## config.mk

```make
export PLATFORM = sky130hd
export DESIGN_NAME = fetch_stage
export DESIGN_NICKNAME = d
export VERILOG_FILES = /design/src/rtl/pipeline_pkg.sv /design/src/rtl/fetch_stage_chk.sv /design/src/rtl/ifid_reg.sv /design/src/rtl/fetch_stage.sv
export SDC_FILE = /design/constraint.sdc
export NUM_CORES = 1
export LEC_CHECK = 0
export CAP_MARGIN = 15
export CORE_ASPECT_RATIO = 0.6
export CORE_UTILIZATION = 35
export CTS_CLUSTER_SIZE = 24
export DETAILED_ROUTE_END_ITERATION = 10
export GPL_ROUTABILITY_DRIVEN = 0
export SETUP_SLACK_MARGIN = 0.4
export SLEW_MARGIN = 40
export SYNTH_ARGS = -nofsm -noshare
export SYNTH_HDL_FRONTEND = slang
export SYNTH_HIERARCHICAL = 1
export SYNTH_SLANG_ARGS = --single-unit
```

## constraint.sdc

```tcl
create_clock -name clk -period 2.3 [get_ports clk]
set_input_delay 0.575 -clock clk [delete_from_list [all_inputs] [get_ports clk]]
set_output_delay 0.575 -clock clk [all_outputs]
set_load 0.005 [all_outputs]
```

## src/rtl/pipeline_pkg.sv

```systemverilog
// -----------------------------------------------------------------------------
// pipeline_pkg
// Shared definitions for the RV32I pipeline stages:
//   XLEN          - datapath / address width
//   RESET_PC      - default first fetch address after reset
//   NOP_INSTR     - bubble encoding (addi x0,x0,0)
//   fetch_state_t - instruction-fetch request FSM states
// -----------------------------------------------------------------------------
package pipeline_pkg;

    localparam int          XLEN      = 32;
    localparam logic [31:0] RESET_PC  = 32'h0000_0000;
    localparam logic [31:0] NOP_INSTR = 32'h0000_0013;

    // ISSUE : request presented to instruction memory
    // WAIT  : request accepted, response pending
    // HOLD  : response captured in the hold buffer during a stall
    // DRAIN : accepted request whose response must be thrown away
    typedef enum logic [1:0] {
        ISSUE = 2'd0,
        WAIT  = 2'd1,
        HOLD  = 2'd2,
        DRAIN = 2'd3
    } fetch_state_t;

endpackage

```

## src/rtl/fetch_stage_chk.sv

```systemverilog
// -----------------------------------------------------------------------------
// fetch_stage_chk
// Protocol checker for the fetch stage: instruction memory must never return
// a response while the fetch FSM has nothing outstanding (ISSUE or HOLD).
// Such a response is ignored by the datapath; this only reports it.
// Ports:
//   clk, rst         - clock, synchronous active-high reset
//   state            - current fetch FSM state
//   imem_resp_valid  - instruction-memory response strobe
// -----------------------------------------------------------------------------
module fetch_stage_chk
    import pipeline_pkg::*;
(
    input logic         clk,
    input logic         rst,
    input fetch_state_t state,
    input logic         imem_resp_valid
);

    // Unsolicited response while nothing is outstanding
    a_no_stray_resp: assert property (
        @(posedge clk) disable iff (rst)
        !(imem_resp_valid && ((state == ISSUE) || (state == HOLD)))
    );

endmodule

```

## src/rtl/ifid_reg.sv

```systemverilog
// -----------------------------------------------------------------------------
// ifid_reg
// IF/ID pipeline register with load, flush-to-bubble and hold controls.
// Priority: rst > flush > load > hold. A flush replaces the instruction with
// the bubble encoding and clears valid; the PC fields are left untouched so
// a bubble still carries the PC of the last real instruction.
// Ports:
//   clk, rst            - clock, synchronous active-high reset
//   load                - capture load_pc/load_pc4/load_instr, valid=1
//   flush               - insert a bubble (NOP_INSTR, valid=0)
//   load_pc, load_pc4   - PC and PC+4 of the incoming instruction
//   load_instr          - incoming instruction word
//   pc, pc4, instr      - registered IF/ID fields
//   valid               - 0 = bubble
// -----------------------------------------------------------------------------
module ifid_reg #(
    parameter int          XLEN      = 32,
    parameter logic [31:0] NOP_INSTR = 32'h0000_0013
) (
    input  logic            clk,
    input  logic            rst,
    input  logic            load,
    input  logic            flush,
    input  logic [XLEN-1:0] load_pc,
    input  logic [XLEN-1:0] load_pc4,
    input  logic [31:0]     load_instr,
    output logic [XLEN-1:0] pc,
    output logic [XLEN-1:0] pc4,
    output logic [31:0]     instr,
    output logic            valid
);

    localparam logic [XLEN-1:0] PC_ZERO  = {XLEN{1'b0}};
    localparam logic [XLEN-1:0] PC4_INIT = {{(XLEN-3){1'b0}}, 3'b100};

    logic [XLEN-1:0] pc_r;
    logic [XLEN-1:0] pc4_r;
    logic [31:0]     instr_r;
    logic            valid_r;

    // Stage register update: reset, bubble insert, load or hold
    always_ff @(posedge clk) begin
        if (rst) begin
            pc_r    <= PC_ZERO;
            pc4_r   <= PC4_INIT;
            instr_r <= NOP_INSTR;
            valid_r <= 1'b0;
        end else if (flush) begin
            instr_r <= NOP_INSTR;
            valid_r <= 1'b0;
        end else if (load) begin
            pc_r    <= load_pc;
            pc4_r   <= load_pc4;
            instr_r <= load_instr;
            valid_r <= 1'b1;
        end else begin
            pc_r    <= pc_r;
            pc4_r   <= pc4_r;
            instr_r <= instr_r;
            valid_r <= valid_r;
        end
    end

    assign pc    = pc_r;
    assign pc4   = pc4_r;
    assign instr = instr_r;
    assign valid = valid_r;

endmodule

```

## src/rtl/fetch_stage.sv

```systemverilog
// -----------------------------------------------------------------------------
// fetch_stage
// Instruction-fetch stage of the 5-stage RV32I pipeline: PC register,
// single-outstanding instruction-memory request FSM, one-entry response hold
// buffer and the IF/ID pipeline register.
// Ports:
//   clk, rst                        - clock, synchronous active-high reset
//   pcwrite, fdwrite                - load-use stall controls (0 = hold)
//   branch_taken, branch_target     - EX-stage redirect (target[1:0] ignored)
//   imem_req_valid/addr/ready       - fetch request handshake
//   imem_resp_valid/data            - one-cycle instruction response
//   ifid_pc, ifid_pc4, ifid_instr   - IF/ID fields for decode
//   ifid_valid                      - 0 = bubble
//   fetch_stall                     - decode advanced but received a bubble
// -----------------------------------------------------------------------------
module fetch_stage
    import pipeline_pkg::*;
#(
    parameter int              XLEN      = pipeline_pkg::XLEN,
    parameter logic [XLEN-1:0] RESET_PC  = pipeline_pkg::RESET_PC,
    parameter logic [31:0]     NOP_INSTR = pipeline_pkg::NOP_INSTR
) (
    input  logic            clk,
    input  logic            rst,
    input  logic            pcwrite,
    input  logic            fdwrite,
    input  logic            branch_taken,
    input  logic [XLEN-1:0] branch_target,
    output logic            imem_req_valid,
    output logic [XLEN-1:0] imem_req_addr,
    input  logic            imem_req_ready,
    input  logic            imem_resp_valid,
    input  logic [31:0]     imem_resp_data,
    output logic [XLEN-1:0] ifid_pc,
    output logic [XLEN-1:0] ifid_pc4,
    output logic [31:0]     ifid_instr,
    output logic            ifid_valid,
    output logic            fetch_stall
);

    localparam logic [XLEN-1:0] PC_STEP = {{(XLEN-3){1'b0}}, 3'b100};

    fetch_state_t    state_r;
    fetch_state_t    state_nxt_s;
    logic [XLEN-1:0] pc_r;
    logic [XLEN-1:0] pc_nxt_s;
    logic [XLEN-1:0] pc_plus4_s;
    logic [31:0]     hold_data_r;
    logic [31:0]     hold_data_nxt_s;
    logic            req_valid_r;
    logic            fetch_stall_r;
    logic            fetch_stall_nxt_s;

    logic            advance_s;
    logic            accept_s;
    logic            deliver_valid_s;
    logic [31:0]     deliver_instr_s;
    logic            ifid_load_s;
    logic            ifid_flush_s;
    logic            unused_tgt_lsb_s;

    // Either stall control low freezes the front end
    assign advance_s  = pcwrite & fdwrite;
    // The request is suppressed for as long as reset is held
    assign imem_req_valid = req_valid_r & ~rst;
    assign imem_req_addr  = pc_r;
    assign accept_s   = imem_req_valid & imem_req_ready;
    assign pc_plus4_s = pc_r + PC_STEP;
    assign fetch_stall = fetch_stall_r;
    assign unused_tgt_lsb_s = ^branch_target[1:0];

    // Instruction available for IF/ID this cycle: the live response in WAIT,
    // or the buffered word in HOLD. pc_r has not moved yet in either case.
    always_comb begin
        deliver_valid_s = 1'b0;
        deliver_instr_s = imem_resp_data;
        case (state_r)
            WAIT: begin
                deliver_valid_s = imem_resp_valid;
                deliver_instr_s = imem_resp_data;
            end
            HOLD: begin
                deliver_valid_s = 1'b1;
                deliver_instr_s = hold_data_r;
            end
            default: begin
                deliver_valid_s = 1'b0;
                deliver_instr_s = imem_resp_data;
            end
        endcase
    end

    // Next-state, PC, hold buffer and IF/ID control decisions
    always_comb begin
        state_nxt_s       = state_r;
        pc_nxt_s          = pc_r;
        hold_data_nxt_s   = hold_data_r;
        ifid_load_s       = 1'b0;
        ifid_flush_s      = 1'b0;
        fetch_stall_nxt_s = 1'b0;
        if (rst) begin
            // An accepted but unanswered request still owes a response,
            // which must be swallowed after reset.
            case (state_r)
                WAIT:    state_nxt_s = imem_resp_valid ? ISSUE : DRAIN;
                DRAIN:   state_nxt_s = imem_resp_valid ? ISSUE : DRAIN;
                default: state_nxt_s = ISSUE;
            endcase
        end else if (branch_taken) begin
            pc_nxt_s        = {branch_target[XLEN-1:2], 2'b00};
            hold_data_nxt_s = NOP_INSTR;
            ifid_flush_s    = 1'b1;
            case (state_r)
                ISSUE:   state_nxt_s = accept_s ? DRAIN : ISSUE;
                WAIT:    state_nxt_s = imem_resp_valid ? ISSUE : DRAIN;
                HOLD:    state_nxt_s = ISSUE;
                DRAIN:   state_nxt_s = imem_resp_valid ? ISSUE : DRAIN;
                default: state_nxt_s = ISSUE;
            endcase
        end else begin
            case (state_r)
                ISSUE: begin
                    state_nxt_s = accept_s ? WAIT : ISSUE;
                end
                WAIT: begin
                    if (imem_resp_valid) begin
                        if (advance_s) begin
                            state_nxt_s = ISSUE;
                        end else begin
                            state_nxt_s     = HOLD;
                            hold_data_nxt_s = imem_resp_data;
                        end
                    end else begin
                        state_nxt_s = WAIT;
                    end
                end
                HOLD: begin
                    if (advance_s) begin
                        state_nxt_s     = ISSUE;
                        hold_data_nxt_s = NOP_INSTR;
                    end else begin
                        state_nxt_s = HOLD;
                    end
                end
                DRAIN: begin
                    state_nxt_s = imem_resp_valid ? ISSUE : DRAIN;
                end
                default: begin
                    state_nxt_s = ISSUE;
                end
            endcase

            if (advance_s) begin
                if (deliver_valid_s) begin
                    ifid_load_s = 1'b1;
                    pc_nxt_s    = pc_plus4_s;
                end else begin
                    ifid_flush_s      = 1'b1;
                    fetch_stall_nxt_s = 1'b1;
                end
            end else begin
                ifid_load_s  = 1'b0;
                ifid_flush_s = 1'b0;
            end
        end
    end

    // Fetch state, PC, hold buffer and registered request/stall flags
    always_ff @(posedge clk) begin
        if (rst) begin
            pc_r          <= RESET_PC;
            hold_data_r   <= NOP_INSTR;
            fetch_stall_r <= 1'b0;
        end else begin
            pc_r          <= pc_nxt_s;
            hold_data_r   <= hold_data_nxt_s;
            fetch_stall_r <= fetch_stall_nxt_s;
        end
        state_r     <= state_nxt_s;
        req_valid_r <= (state_nxt_s == ISSUE);
    end

    ifid_reg #(
        .XLEN      (XLEN),
        .NOP_INSTR (NOP_INSTR)
    ) u_ifid (
        .clk        (clk),
        .rst        (rst),
        .load       (ifid_load_s),
        .flush      (ifid_flush_s),
        .load_pc    (pc_r),
        .load_pc4   (pc_plus4_s),
        .load_instr (deliver_instr_s),
        .pc         (ifid_pc),
        .pc4        (ifid_pc4),
        .instr      (ifid_instr),
        .valid      (ifid_valid)
    );

    fetch_stage_chk u_chk (
        .clk             (clk),
        .rst             (rst),
        .state           (state_r),
        .imem_resp_valid (imem_resp_valid)
    );

endmodule

```

==> results.yml, run 1 <==
final_layout:
  final_core_util_pct: 61.40
  multi_input_area_um2: 5385
  syn_to_final_growth_pct: 71.42
  regArea_um2: 3371
  drive_above_1_share_pct: 33.33
  fillers: 1949
  design_area_um2: 14270
  final_cells: 1576
  layout.nets: 1324
worst_setup_path:
  crit_path_start_kind: "flop"
  worst-r2r-cell-count: 7
  slowest_stage: "or4_4"
  worst_ep_required_time_ns: 2.63
  max_stage_delay_ns: 0.56
  r2r_slack_ns: 0.21
  timing.rr.end: "imem_req_addr[26]$_SDFFE_PP0P_"
  cp.arrival_ns: 2.42
  worst-path-buf-inv: 2
  cp_max_fo: 8
  cp_top_family: "simple AND/OR/NAND/NOR gates"
  criticalPathCategory: "reg2reg"
  critPathCaptureType: "flop"
  crit_chain: "inv_4 -> buf_4 -> ha_4 -> a21oi_2 -> or4_4 -> or4_1 -> a311oi_2"
  rr_startpoint: "state_r[1]$_DFF_P_"
place:
  place_inst: 1435
  dp_hpwl_um: 19940
  dp_worst_setup_slack_ns: -0.2668
  port_buffers: 197
  placed_area_um2: 11200
floorplanning:
  die_width_um: 201.1
  fp-row-count: 43
  die_h_um: 121.5
  start_util_pct: 35.82
  io_pins: 202
  coreArea_um2: 23240
  dieArea_um2: 24430
min_path:
  min_path_type: "reg2reg"
  min_to: "u_ifid/pc[27]$_SDFFE_PP0P_"
  holdCritStartpoint: "u_ifid/pc[27]$_SDFFE_PP0P_"
  holdPathStages: 2
power_and_ir_drop:
  ir_drop_uv: 542.6
  cellPowerDensity_nw_per_um2: 583.6
  leakagePower_nw: 6.078
clocking:
  cts_root_buf: "clkbuf_16"
  cts_tree: "yes"
  clock_path_buffers: 2
  cts_buffers: 17
  numClockSinks: 163
  clk_pin_slew_ns: 0.07
  insertion_delay_ns: 0.44
  h-tree-depth: 4
yosys:
  ys.flop_type: "dfxtp_1"
  synth_area_leader_cell: "dfxtp_1"
  synth_warnings: 6
  avgSynthCellArea_um2: 9.139
  ys_ff_latch: 163
  yosys-top-cells-area: "dfxtp_1 39%, nand4bb_1 8.5%, mux2i_1 7.7%"
  syn_inst: 911
  yosysUniqueCellTypes: 65
  synth_top_area_share_pct: 39.19
  netlist_area_um2: 8325
  synth_edf_count: 0
  ys_seq_area_share_pct: 39.19
  async_reset_ff_share_pct: 0
sta:
  finClkSkew_ns: 0.01157
  min_period_over_period_pct: 90.95
  fmax_mhz: 478.0
  setup_viol: 0
  slew_headroom_pct: 61.56
  slew_viol_final: 0
  hold_viol: 0
  tightest_slew_ns: 0.5766
  tns_ns: 0
  rsz0062_at_grt: "yes"
  min_period_ns: 2.092
  setup_slack_ns: 0.2080
grt:
  antenna_found_initial: 2
  grt_pass1_vias: 7675
  grt_pass1_wl_um: 45820
  grt_usage_pct: 24.69
  grt_max_degree: 73
  grt.overflow.total: 0
detailed_routing:
  postRouteAntennaNets: 0
  routed_wl_um: 32900
  first_pass_iters: 5
  vias: 8393
  vias_per_cell: 5.326
  drt_first_iter_violations: 606
  routedWlPerCell_um: 20.88
  drc: 0
outcome:
  status: "finished, final reports clean"
run:
  cap_violations: 0
## synthesized netlist by cell type, drive strengths merged, types with 4 or more instances
cell	count
a211oi	8
clkbuf	50
o21ai	72
a311oi	13
nor2b	31
or4	12
nor3	11
nor2	102
nand4	13
mux2i	64
xor2	12
a21o	32
a221oi	4
xnor2	22
a21oi	4
nor4	10
or3	7
nand2b	65
nand3	14
o211ai	4
inv	15
nand4bb	63
and4	4
o31ai	9
dfxtp	163
and3	5
nand2	30
buf	34
ha	6
## routing by layer
metal	vias up	routed length (um)	global-route usage, %
met2	332	13650	34.02
met1	4103	15980	36.79
met4	2	325	5.487
met3	28	2925	7.519
li1	3928	-	-
met5	-	13	0
## stage by stage
| stage | hold WS [ns] | power, mW |
|---|---|---|
| global placement | 0.4517 | 4.491 |
| floorplan | 0.4585 | 3.914 |
| CTS | 0.4673 | 7.992 |
| global route | 0.4789 | 8.642 |
| finish | 0.4629 | 8.329 |
| detailed placement | 0.4556 | 4.502 |
## registers in the layout, indices dropped and copies added, names as in the netlist
register and cells:
req_valid_r 1, state_r 2, fetch_stall 1, imem_req_addr 30, u_ifid/pc 32, u_ifid/pc4 32, u_ifid/instr 32, u_ifid/valid 1
hold_data_r 32
## timing repair
item | 4_1_cts | 5_1_grt
setup endpoints to repair | 173 | 204
gates resized for setup | 186 | 176
cloned | 10 | 12
buffers inserted | 71 | 15
pin swaps | 31 | 62
hold buffers | 0 | 0
## where the power goes
part	switching, mW	internal [mW]
registers	0.0885	2.91
logic	1.04	1.21
clock network	1.31	1.78
## placed cells by master, fill, tap and decap left out, drive strengths merged, types with 4 or more instances in the layout
master         Yosys  layout
ha                 6       6
or4               12      12
o21ai             72      72
nand3             14      14
and4               4       4
clkbuf            50      28
a21oi              4       4
a311oi            13      13
clkdlybuf4s50      0     109
nor3              11      11
a221oi             4       4
inv               15      22
mux2i             64      64
nand2             30      30
nor4              10      10
nand4bb           63      63
or3                7       7
o31ai              9       9
nor2             102     102
dlygate4sd2        0      50
buf               34     191
xnor2             22      22
nand4             13      13
nor2b             31      31
dlymetal6s2s       0      37
xor2              12      12
and3               5       5
dfxtp            163     163
conb               1       6
a21o              32      32
nand2b            65      65
a211oi             8       8
o211ai             4       4
## logic make-up (layout without fill, tap and decap cells)
family	after synthesis	in the layout	synth area share, %
compound gates	164	164	13.09
xor+xnor	34	34	3.577
fa+ha+maj	6	6	0.9017
buf+inv	100	444	6.627
flops	163	163	39.19
mux	67	67	8.100
other cells	1	7	0.04504
simple gates	376	376	28.46
## area by class of cell
cell class                      instances  share of cell area (%)
Multi-Input combinational cell        653                   37.73
Antenna cell                            1                 0.01753
Inverter                               15                  0.4296
Tap cell                              315                   2.762
Timing Repair Buffer                  397                   31.03
Clock buffer                           18                   3.077
Sequential cell                       163                   23.62
Clock inverter                         14                   1.333
## worst max path at each step
stage                     slack (ns)                              to  depth (start not counted)                from
after floorplan                 0.24  imem_req_addr[30]$_SDFFE_PP0P_                          7  state_r[0]$_DFF_P_
after global placement         -0.25       u_ifid/pc[9]$_SDFFE_PP0P_                          9     imem_resp_valid
after detailed placement       -0.27      u_ifid/pc[17]$_SDFFE_PP0P_                          9     imem_resp_valid
after CTS                       0.20  imem_req_addr[26]$_SDFFE_PP0P_                          6  state_r[0]$_DFF_P_
after global routing            0.16      u_ifid/pc[23]$_SDFFE_PP0P_                         13  state_r[0]$_DFF_P_
final                           0.21  imem_req_addr[26]$_SDFFE_PP0P_                          7  state_r[1]$_DFF_P_
## worst register-to-register path: stages (launching register included)
cell and delay, ns:
dfxtp_2 0.33, inv_4 0.06, buf_4 0.12, ha_4 0.16
a21oi_2 0.08, or4_4 0.56, or4_1 0.45, a311oi_2 0.24
No activity file was read; power rests on OpenSTA's default activity.
==> inputs of run 2 (changes only) <==
--- a/config.mk
+++ b/config.mk
@@ -11,6 +11,7 @@
 export CTS_CLUSTER_SIZE = 24
 export DETAILED_ROUTE_END_ITERATION = 10
 export GPL_ROUTABILITY_DRIVEN = 0
+export MAX_ROUTING_LAYER = met4
 export SETUP_SLACK_MARGIN = 0.4
 export SLEW_MARGIN = 40
 export SYNTH_ARGS = -nofsm -noshare
==> results.yml, run 2 (synthesized netlist as in run 1, its figures left out) <==
detailed_routing:
  routed_wl_um: 33740
  vias: 8463
  drc: 0
  routedWlPerCell_um: 21.31
  first_pass_iters: 5
  drt_first_iter_violations: 609
  vias_per_cell: 5.346
  postRouteAntennaNets: 0
sta:
  min_period_ns: 2.094
  rsz0062_at_grt: "yes"
  min_period_over_period_pct: 91.05
  hold_viol: 0
  slew_viol_final: 0
  tightest_slew_ns: 0.5714
  setup_viol: 0
  finClkSkew_ns: 0.01057
  fmax_mhz: 477.5
  whs_ns: 0.4628
  slew_headroom_pct: 61.91
floorplanning:
  dieArea_um2: 24430
  io_pins: 202
  die_width_um: 201.1
  coreArea_um2: 23240
  start_util_pct: 35.82
  fp-row-count: 43
  die_h_um: 121.5
worst_setup_path:
  crit_chain: "nand4_1 -> or4_4 -> or4_1 -> a311oi_2"
  max_stage_delay_ns: 0.63
  worst_ep_required_time_ns: 2.64
  crit_path_start_kind: "flop"
  cp_max_fo: 5
  critPathCaptureType: "flop"
  criticalPathCategory: "reg2reg"
  slowest_stage: "or4_4"
  cp_top_family: "simple AND/OR/NAND/NOR gates"
  cp.arrival_ns: 2.43
  worst-path-buf-inv: 0
place:
  placed_area_um2: 11200
  dp_hpwl_um: 19940
  port_buffers: 197
clocking:
  cts_tree: "yes"
  numClockSinks: 163
  clock_path_buffers: 2
  cts_buffers: 17
  clk_pin_slew_ns: 0.07
  insertion_delay_ns: 0.44
  h-tree-depth: 4
  cts_root_buf: "clkbuf_16"
grt:
  grt_pass1_vias: 7671
  grt_max_degree: 73
  grt.overflow.total: 0
  grt_pass1_wl_um: 45800
  antenna_found_initial: 2
  grt_usage_pct: 25.40
min_path:
  min_path_type: "reg2reg"
final_layout:
  final_common_cell: "dfxtp_1"
  layout.nets: 1330
  fillers: 1931
  final_core_util_pct: 62.11
  drive_above_1_share_pct: 34.28
  final_cell_mix: "113 x dfxtp_1, 110 x buf_4, 109 x clkdlybuf4s50_1"
  syn_to_final_growth_pct: 73.38
  design_area_um2: 14440
power_and_ir_drop:
  leakagePower_nw: 6.162
  ir_drop_uv: 546.7
  cellPowerDensity_nw_per_um2: 579.3
outcome:
  status: "finished, final reports clean"
run:
  cap_violations: 0
-- run 2: report_power, final --
group | total (mW) | switching (mW) | internal [mW]
clock network | 3.10 | 1.33 | 1.78
registers | 3.00 | 0.0884 | 2.91
logic | 2.26 | 1.04 | 1.22
-- run 2: repair_timing --
| item | in CTS | in global routing |
|---|---|---|
| setup buffers | 71 | 17 |
| gates cloned | 10 | 16 |
| pin swaps | 31 | 71 |
| resized for setup | 186 | 186 |
| hold buffers | 0 | 0 |
| endpoints found under the setup margin | 173 | 204 |
-- run 2: metrics by stage --
| stage | setup WS (ns) | instances | total power [mW] | setup TNS [ns] |
|---|---|---|---|---|
| final | 0.2059 | 1583 | 8.362 | 0 |
| after global routing | 0.1622 | 1583 | 8.666 | 0 |
| after CTS | 0.2023 | 1548 | 7.992 | 0 |
| after detailed placement | -0.2668 | 1435 | 4.502 | -23.58 |
| after global placement | -0.2517 | 1435 | 4.491 | -21.31 |
| after floorplan | 0.2446 | 916 | 3.914 | 0 |
-- run 2: path summary, 6_finish.rpt --
check,startpoint,end,slack (ns),cells after the start
setup reg to reg,imem_req_addr[21]$_SDFFE_PP0P_,imem_req_addr[26]$_SDFFE_PP0P_,0.21,4
hold reg to reg,u_ifid/pc[27]$_SDFFE_PP0P_,u_ifid/pc[27]$_SDFFE_PP0P_,0.46,2
hold / removal,u_ifid/pc[27]$_SDFFE_PP0P_,u_ifid/pc[27]$_SDFFE_PP0P_,0.46,2
setup / recovery,imem_req_addr[21]$_SDFFE_PP0P_,imem_req_addr[26]$_SDFFE_PP0P_,0.21,4
-- run 2: cell type report --
| class | count | area, um2 | area share [%] |
|---|---|---|---|
| Inverter | 15 | 61.31 | 0.4247 |
| Tap cell | 315 | 394.1 | 2.730 |
| Multi-Input combinational cell | 654 | 5440 | 37.69 |
| Antenna cell | 2 | 5.005 | 0.03467 |
| Clock buffer | 18 | 439.2 | 3.042 |
| Sequential cell | 163 | 3371 | 23.35 |
| Clock inverter | 14 | 190.2 | 1.317 |
| Timing Repair Buffer | 402 | 4534 | 31.41 |
-- run 2: worst register-to-register path, stage by stage, from the launching register on --
cell and delay, ns:
dfxtp_2 0.36, nand4_1 0.22, or4_4 0.63, or4_1 0.55, a311oi_2 0.23
-- run 2: layer usage --
layer / up-vias / routed length [um] / global-route usage [%]
met5: - / 0 / -
met4: 0 / 433 / 5.487
met3: 32 / 2968 / 7.465
met2: 334 / 13960 / 33.97
met1: 4144 / 16370 / 36.84
li1: 3953 / - / -
